### src/rtl/layer_pkg.sv
// Shared FSM encoding and sizing helpers for the sequential layer MAC.
package layer_pkg;

  typedef enum logic [1:0] {
    IDLE  = 2'd0,
    RUN   = 2'd1,
    DRAIN = 2'd2,
    WB    = 2'd3
  } state_t;

  // Ceiling log2; returns 0 for v <= 1.
  function automatic int clog2(input int v);
    int r;
    r = 0;
    while ((1 << r) < v) r++;
    return r;
  endfunction

  // Address width that never collapses to zero bits.
  function automatic int addr_w(input int depth);
    return (clog2(depth) > 0) ? clog2(depth) : 1;
  endfunction

  // Accumulator width: full product plus growth for n additions plus a guard bit.
  function automatic int acc_w(input int res, input int n);
    return 2 * res + clog2(n) + 1;
  endfunction

endpackage

### src/rtl/mac_lane.sv
// One MAC lane: accumulates x*w over a group, then adds bias, rescales,
// saturates and optionally applies ReLU to produce the neuron output.
module mac_lane
  import layer_pkg::*;
#(
  parameter int RESOLUTION = 8,
  parameter int ACC_W      = 19,
  parameter int FRAC_BITS  = 4,
  parameter int RELU_EN    = 0
) (
  input  logic                         clk,
  input  logic                         reset,
  input  logic                         beat_vld,
  input  logic                         beat_first,
  input  logic signed [RESOLUTION-1:0] x,
  input  logic signed [RESOLUTION-1:0] w,
  input  logic signed [RESOLUTION-1:0] bias,
  output logic        [RESOLUTION-1:0] res
);

  localparam int SUM_W = ACC_W + 1;
  localparam logic signed [SUM_W-1:0] SAT_MAX = SUM_W'((1 << (RESOLUTION - 1)) - 1);
  localparam logic signed [SUM_W-1:0] SAT_MIN = ~SAT_MAX;

  logic signed [2*RESOLUTION-1:0] prod;
  logic signed [ACC_W-1:0]        prod_ext;
  logic signed [ACC_W-1:0]        acc;
  logic signed [SUM_W-1:0]        bias_ext;
  logic signed [SUM_W-1:0]        sum;
  logic signed [SUM_W-1:0]        shifted;

  assign prod     = x * w;
  assign prod_ext = $signed({{(ACC_W - 2*RESOLUTION){prod[2*RESOLUTION-1]}}, prod});
  assign bias_ext = $signed({{(SUM_W - RESOLUTION){bias[RESOLUTION-1]}}, bias});
  assign sum      = $signed({acc[ACC_W-1], acc}) + (bias_ext <<< FRAC_BITS);
  assign shifted  = sum >>> FRAC_BITS;

  // Accumulator: first beat of a group loads the product, later beats add.
  always_ff @(posedge clk or negedge reset) begin
    if (!reset)         acc <= '0;
    else if (beat_vld)  acc <= beat_first ? prod_ext : acc + prod_ext;
  end

  // Output stage: saturate to the data range, then clamp negatives if ReLU.
  always_comb begin
    res = shifted[RESOLUTION-1:0];
    if (shifted > SAT_MAX)      res = SAT_MAX[RESOLUTION-1:0];
    else if (shifted < SAT_MIN) res = SAT_MIN[RESOLUTION-1:0];
    if (RELU_EN != 0 && res[RESOLUTION-1]) res = '0;
  end

endmodule

### src/rtl/layer_mac_seq.sv
// Sequential fully-connected layer: PAR lanes sweep the input vector once
// per neuron group, then write the group's outputs into zed.
module layer_mac_seq
  import layer_pkg::*;
#(
  parameter int NUMBER_NEURON   = 30,
  parameter int INPUT_DATA_SIZE = 784,
  parameter int RESOLUTION      = 8,
  parameter int PAR             = 10,
  parameter int FRAC_BITS       = 4,
  parameter int RELU_EN         = 0
) (
  input  logic                                     clk,
  input  logic                                     reset,
  input  logic                                     start,
  output logic                                     busy,
  output logic                                     done,
  output logic [addr_w(INPUT_DATA_SIZE)-1:0]       x_addr,
  input  logic [RESOLUTION-1:0]                    x_rdata,
  output logic [addr_w(INPUT_DATA_SIZE*NUMBER_NEURON/PAR)-1:0] w_addr,
  input  logic [RESOLUTION*PAR-1:0]                w_rdata,
  output logic                                     rd_en,
  input  logic [RESOLUTION*NUMBER_NEURON-1:0]      biases,
  output logic [RESOLUTION*NUMBER_NEURON-1:0]      zed
);

  localparam int G     = NUMBER_NEURON / PAR;
  localparam int XA_W  = addr_w(INPUT_DATA_SIZE);
  localparam int WA_W  = addr_w(INPUT_DATA_SIZE * NUMBER_NEURON / PAR);
  localparam int GC_W  = addr_w(G);
  localparam int ACC_W = acc_w(RESOLUTION, INPUT_DATA_SIZE);

  state_t                          state, state_nx;
  logic [XA_W-1:0]                 j_q;
  logic [WA_W-1:0]                 w_q;
  logic [GC_W-1:0]                 g_q;
  logic                            done_q;
  logic                            last_j, last_grp;
  logic [1:0]                      vld_pipe;
  logic                            first_q;
  logic [PAR-1:0][RESOLUTION-1:0]  bias_sel;
  logic [PAR-1:0][RESOLUTION-1:0]  lane_res;
  logic [RESOLUTION*NUMBER_NEURON-1:0] zed_q;

  assign last_j   = (j_q == XA_W'(INPUT_DATA_SIZE - 1));
  assign last_grp = (g_q == GC_W'(G - 1));

  // State register.
  always_ff @(posedge clk or negedge reset) begin
    if (!reset) state <= IDLE;
    else        state <= state_nx;
  end

  // Next-state and read-enable decode.
  always_comb begin
    state_nx = state;
    rd_en    = 1'b0;
    case (state)
      IDLE:  if (start) state_nx = RUN;
      RUN: begin
        rd_en = 1'b1;
        if (last_j) state_nx = DRAIN;
      end
      DRAIN: state_nx = WB;
      WB:    state_nx = last_grp ? IDLE : RUN;
      default: state_nx = IDLE;
    endcase
  end

  assign busy   = (state != IDLE);
  assign done   = done_q;
  assign x_addr = rd_en ? j_q : '0;
  assign w_addr = rd_en ? w_q : '0;
  assign vld_pipe[0] = rd_en;

  // Sweep counters, read-return tracking and done pulse.
  always_ff @(posedge clk or negedge reset) begin
    if (!reset) begin
      j_q         <= '0;
      w_q         <= '0;
      g_q         <= '0;
      done_q      <= 1'b0;
      vld_pipe[1] <= 1'b0;
      first_q     <= 1'b0;
    end else begin
      done_q      <= (state == WB) && last_grp;
      vld_pipe[1] <= vld_pipe[0];
      first_q     <= rd_en && (j_q == '0);
      case (state)
        IDLE: begin
          j_q <= '0;
          w_q <= '0;
          g_q <= '0;
        end
        RUN: begin
          j_q <= last_j ? '0 : j_q + 1'b1;
          w_q <= w_q + 1'b1;
        end
        WB: g_q <= last_grp ? '0 : g_q + 1'b1;
        default: ;
      endcase
    end
  end

  // Bias for each lane comes from the neuron it serves in the current group.
  always_comb begin
    bias_sel = '0;
    for (int k = 0; k < PAR; k++)
      bias_sel[k] = biases[(int'(g_q) * PAR + k) * RESOLUTION +: RESOLUTION];
  end

  for (genvar k = 0; k < PAR; k++) begin : g_lane
    mac_lane #(
      .RESOLUTION (RESOLUTION),
      .ACC_W      (ACC_W),
      .FRAC_BITS  (FRAC_BITS),
      .RELU_EN    (RELU_EN)
    ) u_lane (
      .clk        (clk),
      .reset      (reset),
      .beat_vld   (vld_pipe[1]),
      .beat_first (first_q),
      .x          (x_rdata),
      .w          (w_rdata[k*RESOLUTION +: RESOLUTION]),
      .bias       (bias_sel[k]),
      .res        (lane_res[k])
    );
  end

  // Output register: only the current group's slices change, and only in WB.
  always_ff @(posedge clk or negedge reset) begin
    if (!reset) zed_q <= '0;
    else if (state == WB)
      for (int k = 0; k < PAR; k++)
        zed_q[(int'(g_q) * PAR + k) * RESOLUTION +: RESOLUTION] <= lane_res[k];
  end

  assign zed = zed_q;

endmodule
### config.mk
export PLATFORM = sky130hd
export DESIGN_NAME = layer_mac_seq
export DESIGN_NICKNAME = d
export VERILOG_FILES = /design/src/rtl/layer_pkg.sv /design/src/rtl/mac_lane.sv /design/src/rtl/layer_mac_seq.sv
export SDC_FILE = /design/constraint.sdc
export NUM_CORES = 2
export LEC_CHECK = 0
export BUFFER_PORTS_ARGS = -buffer_cell sky130_fd_sc_hd__buf_4
export CORE_UTILIZATION = 50
export CTS_BUF_LIST = sky130_fd_sc_hd__clkbuf_8
export CTS_CLUSTER_SIZE = 16
export DETAILED_ROUTE_END_ITERATION = 7
export GPL_TIMING_DRIVEN = 0
export PLACE_DENSITY = 0.68
export SYNTH_ARGS = -nofsm -noshare
export SYNTH_HDL_FRONTEND = slang
export SYNTH_SLANG_ARGS = --single-unit
export TNS_END_PERCENT = 10
### constraint.sdc
create_clock -name clk -period 8.85 [get_ports clk]
set_clock_uncertainty 0.1 [all_clocks]
set_input_delay 0 -clock clk [delete_from_list [all_inputs] [get_ports clk]]
set_output_delay 0 -clock clk [all_outputs]
set_load 0.05 [all_outputs]
# After elaboration in Yosys (flattened, before gate mapping)
# Index checks and enable logic that the tools add are counted.
[op_classes] add_sub_neg=42 mul=11 n_div=0 order_cmp=20 eq_ne=7 shifts=30 n_mux=52 bitwise_logic=0 reduce_logical=8
[ops] operator="$bwmux W240" count=10
[ops] operator="$shift A8 B33 Y240 const A" count=10
[ops] operator="$shiftx A8 B33 Y240" count=10
[ops] operator="$shiftx A240 B32 Y8" count=8
[ops] operator="$neg A32 Y33" count=9
[ops] operator="$add A27 B12 Y28" count=10
[ops] operator="$add A27 B16 Y27" count=10
[ops] operator="$mux W27" count=10
[ops] operator="$gt A24 B8 Y1 const B" count=10
[ops] operator="$lt A24 B8 Y1 const B" count=10
[ops] operator="$shiftx A240 B10 Y8" count=1
[ops] operator="$shiftx A240 B11 Y8" count=1
[ops] operator="$mul A8 B8 Y16" count=10
[ops] operator="$mux W8" count=20
[ops] operator="$add A29 B4 Y29 const B" count=4
[ops] operator="$add A29 B3 Y29 const B" count=2
[ops] operator="$neg A10 Y33" count=1
[ops] operator="$add A29 B2 Y29 const B" count=1
[ops] operator="$add A29 B5 Y29 const B" count=1
[ops] operator="$pmux W12 S2" count=1
[ops] operator="$mux W10" count=2
[ops] operator="$pmux W10 S2" count=1
[ops] operator="$add A12 B1 Y12 const B" count=1
[ops] operator="$mux W12" count=1
[ops] operator="17 further kinds" count=26
[word_totals] regBits=539 latchBits=0 ramBits=0 rom_bits=0 inputBits=331 output_inout_bits=265 elab_cells=188 n_memories=0

# Longest topological paths before layout
[depth] depth_word=17 mapped_depth=33 mapped_depth_nobuf=31

# Modules after synthesis
# A second synthesis with hierarchy kept.
[unflattened] hier_cells=9978 hier_area_um2=84230.8
[by_module_without_submodules] module="mac_lane at g_lane[4].u_lane ..." instances=5 cells_each=806 area_each_um2=6497.5 seq_area_each_um2=675.6
[by_module_without_submodules] module="layer_mac_seq" instances=1 cells_each=1992 area_each_um2=19587.5 seq_area_each_um2=6731.5
[by_module_without_submodules] module="mac_lane at g_lane[2].u_lane ..." instances=2 cells_each=749 area_each_um2=6177.2 seq_area_each_um2=675.6
[by_module_without_submodules] module="mac_lane at g_lane[0].u_lane" instances=1 cells_each=843 area_each_um2=6767.7 seq_area_each_um2=675.6
[by_module_without_submodules] module="mac_lane at g_lane[1].u_lane" instances=1 cells_each=842 area_each_um2=6652.6 seq_area_each_um2=675.6
[by_module_without_submodules] module="mac_lane at g_lane[9].u_lane" instances=1 cells_each=773 area_each_um2=6381.1 seq_area_each_um2=675.6

# Least setup slack after synthesis
# Ideal clock, no wire load.
[synth_timing] kind="reg-to-reg" startpoint="register g_q[0]" endpoint="register zed_q[20] (netlist: zed[20])" setup_time_ns=0.126 arrival_ns=7.408 t_required_ns=8.624 slack_ns=1.216 path_stages_with_launch=26 path_buffers=9 period_less_slack_ns=7.634 cell_sequence="dfrtp_1 -> clkbuf_1 -> inv_1 -> clkbuf_1 -> buf_1 -> ha_1 -> clkbuf_1 -> clkbuf_1 -> buf_1 -> clkbuf_1 -> clkbuf_1 -> a211oi_1 -> a211oi_1 -> ha_1 -> a21o_1 -> a21o_1 -> a41oi_1 -> o21ai_1 -> a21oi_1 -> mux2_2 -> a211oi_1 -> nand4_1 -> nand2_1 -> clkbuf_1 -> a21oi_1 -> o32a_1"
[synth_via] elab_chain_cells=17 elab_cells_between_ends=110 cone_classes="29 x add/sub; 1 x mul; 20 x order compare; 30 x shift; 30 x mux"
[synth_lines] item="start, declared" line="layer_mac_seq.sv:36" text="logic [GC_W-1:0] g_q;"
[synth_lines] item="start signal, assigned" line="layer_mac_seq.sv:99" text="WB: g_q <= last_grp ? '0 : g_q + 1'b1;"
[synth_lines] item="$mul A2 B3 Y5 *" line="layer_mac_seq.sv:109, layer_mac_seq.sv:135"
[synth_lines] item="$add A29 B2 Y29 or $shiftx A240 B10 Y8 (tied branches)" line="layer_mac_seq.sv:109, layer_mac_seq.sv:135"
[synth_lines] item="$shiftx A240 B32 Y8 or $add A27 B12 Y28 (tied branches)" line="layer_mac_seq.sv:109, mac_lane.sv:35"
[synth_lines] item="$add A27 B12 Y28 or $lt A24 B8 Y1 (tied branches)" line="mac_lane.sv:35, mac_lane.sv:48"
[synth_lines] item="$lt A24 B8 Y1 or $mux W8 (tied branches)" line="mac_lane.sv:48" text="else if (shifted < SAT_MIN) res = SAT_MIN[RESOLUTION-1:0];"
[synth_lines] item="$mux W8 (on tied branches)" line="mac_lane.sv:48, mac_lane.sv:47"
[synth_lines] item="$mux W8 or $shiftx A8 B33 Y240 (tied branches)" line="mac_lane.sv:47, layer_mac_seq.sv:135"
[synth_lines] item="$shiftx A8 B33 Y240 or $bwmux W240 (tied branches)" line="layer_mac_seq.sv:135" text="zed_q[(int'(g_q) * PAR + k) * RESOLUTION +: RESOLUTION] <= lane_res[k];"
[synth_lines] item="$bwmux W240 (8 in a row)" line="layer_mac_seq.sv:135"
[synth_lines] item="$bwmux W240 *" line="layer_mac_seq.sv:135"
[synth_lines] item="end signal, assigned by index" line="layer_mac_seq.sv:135"
[synth_lines] item="end, declared" line="layer_mac_seq.sv:43" text="logic [RESOLUTION*NUMBER_NEURON-1:0] zed_q;"
# Every way passes the cells marked *; elsewhere a longest branch is shown, timed or not.
# A chain may end at the register's enable or synchronous reset.

# Worst setup path in the final report
[layout_timing] startpoint="register g_q[0]" endpoint="register zed_q[167] (netlist: zed[167])"
# Same word-level chain as after synthesis.

==> results.yml <==
route:
  wl_per_cell_um: 29.21
  dr.pass1.iters: 6
  dr_total_vias: 81600
  totalWireLength_mm: 370.6
  drtAntennaViolNets: 0
  drtIter0Drc: 8832
  drc_errors: 0
  via_per_inst: 6.431
worst_setup_path:
  r2r_start: "g_q[0]"
  worstSetupStartpointType: "register"
  critPathMaxStageDelay_ns: 0.79
  reg2reg_slack_ns: -0.03
  end_kind: "register"
  required_ns: 9.46
  r2r_cells: 24
  arrival_ns: 9.49
  path_max_fanout: 13
  critical_path.slowest_cell: "a211oi_1"
  critPathMostFrequentCell: "clkbuf_2"
  path_cells: "clkbuf_1 -> inv_1 -> clkbuf_2 -> buf_4 -> ha_1 -> clkbuf_2 -> clkbuf_2 -> clkbuf_4 -> clkbuf_2 -> buf_4 -> a211oi_1 -> a211oi_1 -> ha_1 -> o211ai_1 -> o211ai_1 -> nand4_1 -> o21ai_1 -> a21oi_1 -> o21ai_0 -> a21oi_1 -> o21ai_1 -> o21ai_0 -> a31oi_1 -> o21ai_0"
  worstSetupPathType: "reg2reg"
  r2r-end: "zed[167]"
timing:
  setup_violations: 5
  rsz0062_at_grt: "true"
  slew_viol_final: 54
  finalWorstSetupSlack_ns: -0.02928
  fin_crit_ns: 8.879
  hold_viol_final: 0
  tightestPinTransition_ns: 1.655
  fin_hold_ws_ns: 0.06132
  relSlewSlack_pct: -10.30
  fin_crit_sh_pct: 100.3
  timing.fmax_mhz: 112.6
min_path:
  whs_path_depth: 4
  hp-start: "start"
  min_to: "state[1]"
  min_path_type: "in2reg"
synthesis:
  synth_flop_cell: "dfrtp_1"
  synth_area_leaders: "dfrtp_1, fa_1, ha_1"
  ys_seq_area_share_pct: 16.51
  ys_types: 109
  async_flop_share_pct: 100.0
  yosys.area.top_type: "dfrtp_1"
  synth_most_common_cell: "inv_1"
  synth_edf_count: 0
  synth_top_area_share_pct: 16.51
  postSynthCellCount: 9659
  synth_common_cells: "inv_1, nand2_1, ha_1"
  yosys_warnings: 0
  syn-cell-area_mm2: 0.08170
  syn_avg_cell_area_um2: 8.459
  ys_seq_elements: 539
  synth_fp_nets: 11360
clocking:
  ctsLongestPathBuffers: 3
  cts_tree: "done"
  htreeDepth: 3
  clockRootBuffer: "clkbuf_8"
  clk_pin_slew_ns: 0.08
  clock_latency_ns: 0.88
  cts_inserted_buffers: 103
  clkSinkCount: 539
cells_and_area:
  n_fill_cell: 14770
  nets: 12130
  syn_to_final_growth_pct: 13.56
  drive_gt1_share_pct: 11.25
run:
  maxCapViolations: 6
floorplanning:
  pin_count: 596
  core.rowCount: 147
  core_area_mm2: 0.1613
  die_w_um: 406.2
  die_y_um: 406.2
  start_util_pct: 50.65
  fp.dieArea_mm2: 0.1650
global_route:
  grt_pass1_vias: 78380
  grt_pass1_wl_mm: 530.0
  antenna_found_initial: 24
  overflow: 0
  grt_usage_pct: 44.07
  grt_max_degree: 112
status:
  status: "finished, violations left"
  failed_checks: "max-capacitance violations, max-slew violations, negative setup slack"
place:
  dp_hpwl_mm: 303.0
  gp_congestion: 1.077
  io_buffers: 578
==> how the worst max path moves through the flow <==
stage	from	endpoint	slack (ns)	cells after the start
2_1_floorplan	g_q[0]	zed[20]	1.22	25
3_3_place_gp	g_q[0]	zed[16]	-4.20	24
3_5_place_dp	g_q[0]	zed[70]	-3.76	25
4_1_cts	g_q[0]	zed[200]	-0.07	25
5_1_grt	g_q[0]	zed[17]	-0.06	25
6_report	g_q[0]	zed[167]	-0.03	24
==> logic make-up (layout without fill, tap and decap cells) <==
| family | count (synthesis) | in the layout | synth area share [%] |
|---|---|---|---|
| xor+xnor | 515 | 515 | 5.521 |
| other cells | 0 | 15 | 0 |
| flops | 539 | 539 | 16.51 |
| compound gates | 2650 | 2650 | 21.61 |
| simple gates | 2981 | 2981 | 18.04 |
| mux | 336 | 336 | 6.270 |
| fa+ha+maj | 1368 | 1368 | 26.19 |
| buf+inv | 1270 | 2125 | 5.865 |
==> flip-flops by register name, summed over array words and instances, names as in the netlist <==
signal             count
g_lane.u_lane.acc    270
zed                  240
w_q                   12
j_q                   10
g_q                    2
state                  2
done                   1
first_q                1
vld_pipe               1
==> timing repair <==
action / CTS / global route
hold endpoints to repair: 300 / 0
gates resized for setup: 124 / 54
buffers inserted: 4 / 2
pin swaps: 1 / 4
setup endpoints to repair: 239 / 200
hold buffers: 52 / 0
==> through the flow <==
stage	area (um^2)	TNS (ns)	setup slack, ns	util (%)	cells
finish	92780	-0.1145	-0.02928	57.52	12690
floorplan	81700	0	1.216	-	9659
detailed placement	89340	-683.88	-3.763	55.39	12430
CTS	92590	-0.08189	-0.06516	57.40	12670
global placement	88750	-763.30	-4.197	55.02	12400
global route	92760	-0.1261	-0.06475	57.50	12680
==> layer usage <==
metal | vias up | routed length (um) | GRT usage [%]
li1 | 35930 | - | -
met1 | 39850 | 137600 | 52.66
met2 | 4478 | 158900 | 66.75
met3 | 1318 | 37640 | 11.25
met4 | 18 | 36350 | 36.33
met5 | - | 113 | 0.08921
==> layout make-up <==
type,instances,area (um^2),area share [%]
multi-input combinational,7850,63870,68.84
sequential,539,13490,14.54
timing repair buffer,667,5403,5.823
inverter,863,3239,3.491
tap,2160,2703,2.913
clock buffer,132,1817,1.958
buffer,404,1714,1.848
clock inverter,59,506.7,0.5462
antenna,15,37.54,0.04046
==> cell usage in the layout, fill, tap and decap left out, types with 94 or more instances in the layout <==
| master | count |
|---|---|
| a211oi_1 | 94 |
| a21o_1 | 246 |
| a21oi_1 | 767 |
| a31oi_1 | 94 |
| and2_1 | 463 |
| buf_4 | 599 |
| clkbuf_1 | 283 |
| clkbuf_8 | 133 |
| dfrtp_1 | 539 |
| fa_1 | 570 |
| ha_1 | 797 |
| inv_1 | 890 |
| mux2i_1 | 168 |
| mux4_2 | 138 |
| nand2_1 | 834 |
| nand2b_1 | 162 |
| nand3_1 | 180 |
| nor2_1 | 666 |
| nor3_1 | 152 |
| o211ai_1 | 112 |
| o21a_1 | 115 |
| o21ai_0 | 406 |
| xnor2_1 | 338 |
| xor2_1 | 167 |
==> worst max-delay path, delay by kind of cell (launching register included) <==
| kind | cells | cell delay (ns) |
|---|---|---|
| flops | 1 | 0.53 |
| buf+inv | 9 | 3.17 |
| compound gates | 12 | 4.11 |
| simple gates | 1 | 0.19 |
| fa+ha+maj | 2 | 0.56 |
Power is not shown: default switching activity piles up to over one toggle a cycle in this logic, so the estimate is an artifact.
